`src/rtl/pad_mask_gen.sv`:
```
// pad_mask_gen
//
// Generates per-member full-sum masks and Center-Left-Right edge codes for
// same-size convolutions with both horizontal and vertical padding. The block
// tracks the current column/row of the output image internally and presents one
// registered output beat per accepted input beat through a valid/ready stage.
//
// Ports:
//   aclk, aresetn     clock and asynchronous active-low reset
//   aclken            clock enable; low freezes every register
//   s_valid/s_ready   input handshake (s_ready = !m_valid || m_ready)
//   s_config          beat carries a new configuration
//   s_cin_last        beat is the last channel accumulation of a pixel
//   s_kw2, s_kh2      kernel half-width / half-height (config beats)
//   s_cols_1/s_rows_1 image columns-1 / rows-1 (config beats)
//   m_valid/m_ready   output handshake
//   m_mask_full       member m carries a complete sum
//   m_clr             column code: 0 centre, odd left, even right
//   m_rcode           row code: 0 centre, odd top, even bottom
//   m_config          registered s_config
//   m_last            final pixel of the frame
//   cfg_err           sticky flag for an illegal configuration
module pad_mask_gen #(
    parameter int KW_MAX    = 7,
    parameter int KH_MAX    = 7,
    parameter int MEMBERS   = 24,
    parameter int BITS_COLS = 10,
    parameter int BITS_ROWS = 10,
    parameter int BITS_KW   = $clog2(KW_MAX + 1),
    localparam int KW2_W    = $clog2(KW_MAX / 2 + 1),
    localparam int KH2_W    = $clog2(KH_MAX / 2 + 1)
) (
    input  logic                 aclk,
    input  logic                 aresetn,
    input  logic                 aclken,
    input  logic                 s_valid,
    output logic                 s_ready,
    input  logic                 s_config,
    input  logic                 s_cin_last,
    input  logic [KW2_W-1:0]     s_kw2,
    input  logic [KH2_W-1:0]     s_kh2,
    input  logic [BITS_COLS-1:0] s_cols_1,
    input  logic [BITS_ROWS-1:0] s_rows_1,
    output logic                 m_valid,
    input  logic                 m_ready,
    output logic [MEMBERS-1:0]   m_mask_full,
    output logic [BITS_KW-1:0]   m_clr,
    output logic [BITS_KW-1:0]   m_rcode,
    output logic                 m_config,
    output logic                 m_last,
    output logic                 cfg_err
);

    localparam int KW2_N = 2 ** KW2_W;
    localparam int CW    = BITS_COLS + 2;
    localparam int RW    = BITS_ROWS + 2;

    // Members whose kernel window closes at this column: the last tap of each
    // kw-wide group.
    function automatic logic [MEMBERS-1:0] period_mask(input int k);
        logic [MEMBERS-1:0] v;
        int kw;
        kw = 2 * k + 1;
        for (int m = 0; m < MEMBERS; m++) begin
            v[m] = ((m % kw) == (kw - 1));
        end
        return v;
    endfunction

    // Extra members that complete on the last column because the right-hand
    // padding supplies their missing taps; trailing members that do not form a
    // whole group never complete.
    function automatic logic [MEMBERS-1:0] tail_mask(input int k);
        logic [MEMBERS-1:0] v;
        int kw;
        kw = 2 * k + 1;
        for (int m = 0; m < MEMBERS; m++) begin
            v[m] = ((m % kw) >= k) && (m < (MEMBERS / kw) * kw);
        end
        return v;
    endfunction

    logic [KW2_W-1:0]     kw2;
    logic [KH2_W-1:0]     kh2;
    logic [BITS_COLS-1:0] cols_1;
    logic [BITS_ROWS-1:0] rows_1;
    logic [BITS_COLS-1:0] col;
    logic [BITS_ROWS-1:0] row;

    logic [MEMBERS-1:0]   period_tab [KW2_N];
    logic [MEMBERS-1:0]   tail_tab   [KW2_N];

    logic                 fire;
    logic                 at_col_end;
    logic                 at_row_end;
    logic                 cfg_bad;
    logic                 col_left;
    logic                 col_right;
    logic                 row_top;
    logic                 row_bottom;
    logic [CW-1:0]        col_x;
    logic [CW-1:0]        cols_x;
    logic [CW-1:0]        kw2_x;
    logic [CW-1:0]        col_rem;
    logic [RW-1:0]        row_x;
    logic [RW-1:0]        rows_x;
    logic [RW-1:0]        kh2_x;
    logic [RW-1:0]        row_rem;
    logic [BITS_KW-1:0]   col_code;
    logic [BITS_KW-1:0]   row_code;
    logic [MEMBERS-1:0]   mask_next;

    // Masks depend only on kw2, so they are constant tables indexed by it.
    generate
        for (genvar k = 0; k < KW2_N; k++) begin : g_tab
            assign period_tab[k] = period_mask(k);
            assign tail_tab[k]   = tail_mask(k);
        end
    endgenerate

    assign s_ready    = !m_valid || m_ready;
    assign fire       = s_valid && s_ready && aclken;
    assign at_col_end = (col == cols_1);
    assign at_row_end = (row == rows_1);

    // Legal only if the image is at least as large as the kernel in both axes.
    // Compared as cols_1 < 2*kw2, which is cols_1+1 < 2*kw2+1 without overflow.
    assign cfg_bad = (CW'(s_cols_1) < (CW'(s_kw2) << 1)) ||
                     (RW'(s_rows_1) < (RW'(s_kh2) << 1));

    // Column edge code, evaluated in a widened domain so that configurations
    // with a kernel wider than the image cannot wrap the comparisons. The left
    // edge wins if both edges apply.
    always_comb begin
        col_x     = CW'(col);
        cols_x    = CW'(cols_1);
        kw2_x     = CW'(kw2);
        col_left  = col_x < kw2_x;
        col_right = (col_x + kw2_x) > cols_x;
        col_rem   = cols_x - col_x + CW'(1);
        col_code  = '0;
        if (col_left) begin
            col_code = BITS_KW'({col_x, 1'b1});
        end else if (col_right) begin
            col_code = BITS_KW'({col_rem, 1'b0});
        end
    end

    // Row edge code, same rule as the columns using the kernel half-height.
    always_comb begin
        row_x      = RW'(row);
        rows_x     = RW'(rows_1);
        kh2_x      = RW'(kh2);
        row_top    = row_x < kh2_x;
        row_bottom = (row_x + kh2_x) > rows_x;
        row_rem    = rows_x - row_x + RW'(1);
        row_code   = '0;
        if (row_top) begin
            row_code = BITS_KW'({row_x, 1'b1});
        end else if (row_bottom) begin
            row_code = BITS_KW'({row_rem, 1'b0});
        end
    end

    // A 1-wide kernel completes every member each column; inside the left
    // padding nothing is complete yet.
    always_comb begin
        mask_next = '0;
        if (kw2 == '0) begin
            mask_next = '1;
        end else if (!col_left) begin
            mask_next = period_tab[kw2] | (at_col_end ? tail_tab[kw2] : '0);
        end
    end

    // Output stage, configuration registers and position counters all move on
    // the same accepted beat, so the output reflects the pre-increment position.
    always_ff @(posedge aclk or negedge aresetn) begin
        if (!aresetn) begin
            kw2         <= '0;
            kh2         <= '0;
            cols_1      <= '1;
            rows_1      <= '1;
            col         <= '0;
            row         <= '0;
            m_valid     <= 1'b0;
            m_mask_full <= '0;
            m_clr       <= '0;
            m_rcode     <= '0;
            m_config    <= 1'b0;
            m_last      <= 1'b0;
            cfg_err     <= 1'b0;
        end else if (aclken) begin
            if (fire) begin
                m_valid  <= 1'b1;
                m_config <= s_config;
                if (s_config) begin
                    kw2         <= s_kw2;
                    kh2         <= s_kh2;
                    cols_1      <= s_cols_1;
                    rows_1      <= s_rows_1;
                    col         <= '0;
                    row         <= '0;
                    cfg_err     <= cfg_bad;
                    m_mask_full <= '1;
                    m_clr       <= '0;
                    m_rcode     <= '0;
                    m_last      <= 1'b0;
                end else begin
                    m_mask_full <= mask_next;
                    m_clr       <= col_code;
                    m_rcode     <= row_code;
                    m_last      <= s_cin_last && at_col_end && at_row_end;
                    if (s_cin_last) begin
                        if (at_col_end) begin
                            col <= '0;
                            row <= at_row_end ? '0 : row + 1'b1;
                        end else begin
                            col <= col + 1'b1;
                        end
                    end
                end
            end else if (m_ready) begin
                m_valid <= 1'b0;
            end
        end
    end

endmodule

```
`config.mk`:
```
export PLATFORM = sky130hd
export DESIGN_NAME = pad_mask_gen
export DESIGN_NICKNAME = d
export VERILOG_FILES = /design/src/rtl/pad_mask_gen.sv
export SDC_FILE = /design/constraint.sdc
export NUM_CORES = 1
export LEC_CHECK = 0
export ABC_CLOCK_PERIOD_IN_PS = 3600
export CAP_MARGIN = 20
export CORE_UTILIZATION = 55
export DETAILED_ROUTE_END_ITERATION = 8
export PLACE_DENSITY = 0.81
export SYNTH_ARGS = -nofsm -noshare
export SYNTH_HDL_FRONTEND = slang
export SYNTH_SLANG_ARGS = --single-unit
```
`constraint.sdc`:
```
create_clock -name aclk -period 3.6 [get_ports aclk]
set_input_delay 0.9 -clock aclk [delete_from_list [all_inputs] [get_ports aclk]]
set_output_delay 0.9 -clock aclk [all_outputs]
set_load 0.02 [all_outputs]
```
==> results of run 1 <==
[state kept, by name, indices dropped and copies added (netlist names)]
name,cells
row,10
kh2,2
m_valid,1
m_clr,3
m_config,1
rows_1,10
cfg_err,1
m_rcode,3
kw2,2
cols_1,10
col,10
m_mask_full,15
m_last,1
[cell usage after synthesis, drive strengths merged (2+ instances only)]
library cell and count:
a211oi 2, a21o 7, a21oi 20, a22o 2, a31oi 3, a32oi 3
and3 7, buf 32, clkbuf 4, dfrtp 49, dfstp 20, fa 2
ha 38, inv 36, mux2 22, nand2 48, nand2b 5, nand3 21
nand4 10, nor2 30, nor2b 6, nor3 9, nor4 8, o211ai 3
o21a 6, o21ai 23, o22a 8, o22ai 4, o31ai 3, xnor2 30
xor2 15
[worst max-delay path, delay by kind of cell]
kind                   cells  cell delay, ns
buffers and inverters      2            1.08
AND/OR/NAND/NOR            1            0.14
[area by class of cell]
| class | instances | area share, % |
|---|---|---|
| well taps | 102 | 2.38 |
| inverters | 36 | 2.52 |
| clock inverters | 4 | 0.887 |
| multi-input cells | 342 | 45.5 |
| repair buffers | 73 | 13.2 |
| clock buffers | 12 | 2.89 |
| flip-flops and latches | 69 | 32.7 |
[cell families (layout without fill, tap and decap cells)]
kind of cell	Yosys count	count (layout)
XOR/XNOR	45	45
AND/OR/NAND/NOR	148	148
adder cells (fa/ha/maj)	40	40
AO/OA/AOI/OAI	87	87
flip-flops	69	69
buffers and inverters	72	125
multiplexers	22	22
[power breakdown]
part,total [mW],internal (mW),switching [mW]
combinational,0.960,0.470,0.490
sequential,1.10,0.942,0.157
clock,0.656,0.356,0.300
[path summary, 6_finish.rpt]
kind | from | endpoint | slack, ns | cells past startpoint
worst max-delay path | m_ready | s_ready | 0.58 | 3
worst max register to register | row[0] | m_rcode[2] | 0.69 | 12
worst min register to register | m_config | m_config | 0.48 | 2
max in group asynchronous | aresetn | m_rcode[2] | 2.63 | 2
worst min-delay path | m_config | m_config | 0.48 | 2
min in group asynchronous | aresetn | m_clr[1] | 0.56 | 2
[metrics by stage]
stage	instances	hold WS, ns	setup slack [ns]
finish	638	0.479	0.577
floorplan	483	0.484	1.07
CTS	638	0.485	0.581
global route	638	0.521	0.420
detailed placement	622	0.468	0.588
global placement	622	0.459	0.591
[per-layer routing]
metal  GRT usage, %  vias to the layer above
li1               -                     1751
met3           3.69                       19
met2           44.5                      109
met1           32.1                     1721
met5              0                        -
met4           9.62                        0
==> run_results.csv, run 1 <==
group,metric,value,unit
route,top_layer_used,"met4",
route,wirelength,10100,µm
synth,synthSimpleGateAreaFrac,15.5,%
floorplanning,start_util,57.9,%
route,first_pass_iters,5,
layout,multiInputGateArea,2440,µm²
sta,post-route-min-period,3.02,ns
floorplanning,coreArea,7850,µm²
status,status,"finished, final reports clean",
sta,period_share,84.0,%
layout,insertedDiodeCount,0,
global_routing,antenna_found_initial,0,
synth,synth_top_area_cell,"dfrtp_1",
floorplanning,die_area,8630,µm²
worst_setup_path,crit_type,"in2out",
worst_setup_path,crit_arrival,2.12,ns
pwr,leakage,2.35,nW
pwr,power,2.72,mW
floorplanning,ios,66,
sta,finalHoldViolCount,0,
place,io_buffers,65,
route,wl_met1,4320,µm
sta,fin_skew,0.00614,ns
synth,synthArstFlopShare,100,%
route,drtAntennaViolNets,0,
synth,yosys_warnings,0,
sta,tightest_slew,0.563,ns
synth,synth_top_family_by_area,"simple AND/OR/NAND/NOR gates",
synth,synthMuxAreaShare,5.45,%
synth,yosysTopAreaCellShare,27.0,%
sta,slew_violations,0,
synth,synth-compound-area-share,12.4,%
floorplanning,rows,32,
sta,fin_setup_tns,0,ns
route,dr_wl_met3,480,µm
clocking,clk_pin_slew_worst_paths,0.07,ns
pwr,powerDensity,507,nW/µm²
floorplanning,die_x,92.9,µm
route,drc,0,
synth,ys_seq_elements,69,
route,drt_iter0_markers,207,
synth,synth_cell_types,48,
sta,setup_viol,0,
route,wl_met2,5030,µm
layout,nets,602,
global_routing,track_usage,25.6,%
layout,final_common_cell,"clkdlybuf4s50_1",
clocking,clock_latency,0.35,ns
synth,syn_nets,554,
layout,post-route-util,68.3,%
route,via_count,3600,
worst_setup_path,slowest_delay,0.61,ns
synth,post_synth.cell_area_avg,9.41,µm²
clocking,cts_tree,"yes",
place,dpl.hpwl,7600,µm
clocking,cts_setup_buffers,0,
clocking,cts_buffers,9,
worst_setup_path,crit_fanout,3,
synth,synth_area,4540,µm²
floorplanning,dieHeight,92.9,µm
worst_setup_path,start_kind,"input port",
worst_setup_path,path_cells,"clkdlybuf4s50_1 > nand2b_1 > clkdlybuf4s50_1",
clocking,cts.path.max_buffers,2,
layout,register_area,1750,µm²
clocking,numClockSinks,69,
worst_hold_path,hp-class,"reg2reg",
clocking,post_cts_resized,0,
clocking,htree_levels,3,
place,gp_congestion,0.852,
sta,maxClockFrequency,331,MHz
layout,area_growth,18.0,%
place,post_dp_cell_area,5160,µm²
worst_setup_path,cp_common_cell,"clkdlybuf4s50_1",
layout,final_area,5360,µm²
synth,netlist_instances,483,
sta,relSlewSlack,62.2,%
worst_setup_path,cp.required,2.70,ns
global_routing,grt_start_max_net_pins,41,
synth,yosysSeqAreaShare,38.6,%
layout,drive_gt1_share,13.6,%
global_routing,overflow,0,
synth,yosys.area_share.xor_xnor,9.01,%
layout,fillers,654,
route,vias_per_cell,5.64,
synth,synth_edf_count,0,
clocking,cts_root_buf,"clkbuf_8",
pwr,max-vdd-ir-drop,0.290,mV
sta,rsz0062_at_grt,"no",
global_routing,grt_pass1_wl,17300,µm
run,cap_violations,0,
synth,synth_fa_ha_area_share,11.3,%
synth,synth_flop_cell,"dfrtp_1",
synth,ys_top_cells_by_area,"dfrtp_1 27%, dfstp_2 12%, ha_1 10%",
layout,final_cell_mix,"64 x clkdlybuf4s50_1, 49 x dfrtp_1, 47 x nand2_1, 38 x ha_1, 35 x inv_1",
worst_setup_path,cp_slowest_cell,"clkdlybuf4s50_1",
route,wire_per_inst,15.8,µm
worst_setup_path,endpoint_kind,"output pin",
clocking,ctsHoldBuffers,0,
global_routing,grt_pass1_vias,3669,
No activity file was read; power rests on OpenSTA's default activity.
==> run 2, diff against run 1 <==
--- a/config.mk
+++ b/config.mk
@@ -5,7 +5,7 @@
 export SDC_FILE = /design/constraint.sdc
 export NUM_CORES = 1
 export LEC_CHECK = 0
-export ABC_CLOCK_PERIOD_IN_PS = 3600
+export ABC_CLOCK_PERIOD_IN_PS = 2800
 export CAP_MARGIN = 20
 export CORE_UTILIZATION = 55
 export DETAILED_ROUTE_END_ITERATION = 8
==> constraint.sdc (replaced) <==
create_clock -name aclk -period 2.8 [get_ports aclk]
set_input_delay 0.7 -clock aclk [delete_from_list [all_inputs] [get_ports aclk]]
set_output_delay 0.7 -clock aclk [all_outputs]
set_load 0.02 [all_outputs]
==> run_results.csv, run 2 (same netlist as run 1, synthesis figures left out) <==
group,metric,value,unit
global_routing,grt_pass1_wl,17400,µm
layout,insertedDiodeCount,0,
global_routing,track_usage,26.2,%
clocking,cts_buffers,9,
layout,nets,611,
worst_setup_path,crit_type,"reg2reg",
worst_setup_path,crit_buf_inv,0,
floorplanning,die_area,8630,µm²
layout,largest_reg_flops,15,
clocking,cts_tree,"yes",
run,cap_violations,0,
worst_setup_path,slowest_delay,0.40,ns
floorplanning,die_x,92.9,µm
layout,final_area,5530,µm²
status,status,"finished, final reports clean",
global_routing,grt_pass1_vias,3661,
layout,area_growth,21.7,%
place,io_buffers,65,
clocking,cts_root_buf,"clkbuf_8",
worst_setup_path,endpoint_kind,"flop",
worst_hold_path,hp-class,"in2async",
sta,period_share,95.3,%
worst_setup_path,crit_fanout,3,
layout,final_common_cell,"clkdlybuf4s50_1",
clocking,cts.path.max_buffers,2,
sta,fin_skew,0.00617,ns
floorplanning,start_util,57.9,%
floorplanning,ios,66,
floorplanning,dieHeight,92.9,µm
clocking,clk_pin_slew_worst_paths,0.07,ns
sta,fin_setup_tns,0,ns
clocking,numClockSinks,69,
layout,drive_gt1_share,17.1,%
route,wire_per_inst,16.4,µm
worst_setup_path,start_kind,"flop",
sta,tightest_slew,0.541,ns
sta,maxClockFrequency,375,MHz
sta,slew_violations,0,
global_routing,grt_start_max_net_pins,70,
route,first_pass_iters,5,
route,drc,0,
pwr,max-vdd-ir-drop,0.350,mV
sta,finalHoldViolCount,0,
global_routing,antenna_found_initial,0,
layout,top_register,"m_mask_full",
route,vias_per_cell,5.71,
worst_setup_path,crit_arrival,2.90,ns
place,dpl.hpwl,7980,µm
route,drt_iter0_markers,205,
floorplanning,rows,32,
layout,final_cell_mix,"64 x clkdlybuf4s50_1, 47 x nand2_1, 47 x dfrtp_1, 38 x ha_1, 35 x inv_1",
layout,post-route-util,70.5,%
worst_setup_path,path_cells,"ha_1 > fa_2 > nand3_2 > nor2_1 > xor2_1 > ha_1 > a21o_1 > a21oi_2 > nand4_1 > a32oi_2 > a21o_1 > nand2_1",
worst_setup_path,cp_slowest_cell,"dfrtp_1",
worst_setup_path,cp.required,3.04,ns
worst_setup_path,crit_family,"adder cells",
floorplanning,coreArea,7850,µm²
sta,post-route-min-period,2.67,ns
pwr,powerDensity,672,nW/µm²
sta,rsz0062_at_grt,"no",
sta,relSlewSlack,63.7,%
sta,setup_viol,0,
clocking,clock_latency,0.34,ns
place,gp_congestion,0.905,
place,post_dp_cell_area,5240,µm²
route,wirelength,10600,µm
route,via_count,3697,
route,drtAntennaViolNets,0,
pwr,leakage,2.43,nW
global_routing,overflow,0,
clocking,htree_levels,3,
pwr,power,3.72,mW
## run 2: layout make-up
| cell class | count | area, µm² |
|---|---|---|
| multi-input combinational | 342 | 2480 |
| fill | 600 | 2320 |
| sequential | 69 | 1750 |
| timing repair buffer | 82 | 786 |
| clock buffer | 11 | 141 |
| inverter | 36 | 135 |
| tap | 102 | 128 |
| clock inverter | 5 | 108 |
## run 2: worst paths after layout
kind,from,to,slack (ns),cells after the start
setup / recovery,kh2[0],m_rcode[2],0.13,12
hold / removal,aresetn,kw2[1],0.35,2
setup reg to reg,kh2[0],m_rcode[2],0.13,12
hold reg to reg,cfg_err,cfg_err,0.49,2
max in group asynchronous,aresetn,rows_1[7],2.10,2
min in group aclk,cfg_err,cfg_err,0.49,2
## run 2: worst register-to-register path, cell delays in order (launching register included)
cell,delay [ns]
dfrtp_1,0.40
ha_1,0.24
fa_2,0.37
nand3_2,0.12
nor2_1,0.10
xor2_1,0.15
ha_1,0.31
a21o_1,0.19
a21oi_2,0.17
nand4_1,0.13
a32oi_2,0.23
a21o_1,0.12
nand2_1,0.04
## run 2: power breakdown
group	switching, mW	total [mW]	internal (mW)
Clock	0.383	1.00	0.619
Sequential	0.161	1.38	1.21
Combinational	0.696	1.34	0.643
## run 2: metrics by stage
stage | hold WS [ns] | instances | worst slack, ns
after floorplan | 0.404 | 483 | 0.275
after global placement | 0.474 | 631 | 0.118
after detailed placement | 0.474 | 631 | 0.0786
after CTS | 0.382 | 647 | 0.0494
after global routing | 0.407 | 647 | 0.00885
final | 0.352 | 647 | 0.132
## run 2: what timing repair did
action,in CTS,in global routing
hold buffers,0,0
pin swaps,0,1
buffers inserted,0,0
setup endpoints to repair,1,4
resized for setup,2,11
gates cloned,0,0
## run 2: routing by layer
metal  wire length [µm]  up-vias  global-route usage, %
li1                   -     1763                      -
met1               4420     1769                   32.8
met2               5310      141                   45.3
met3                579       24                   3.37
met4                284        0                   11.0
met5                  0        -                      0
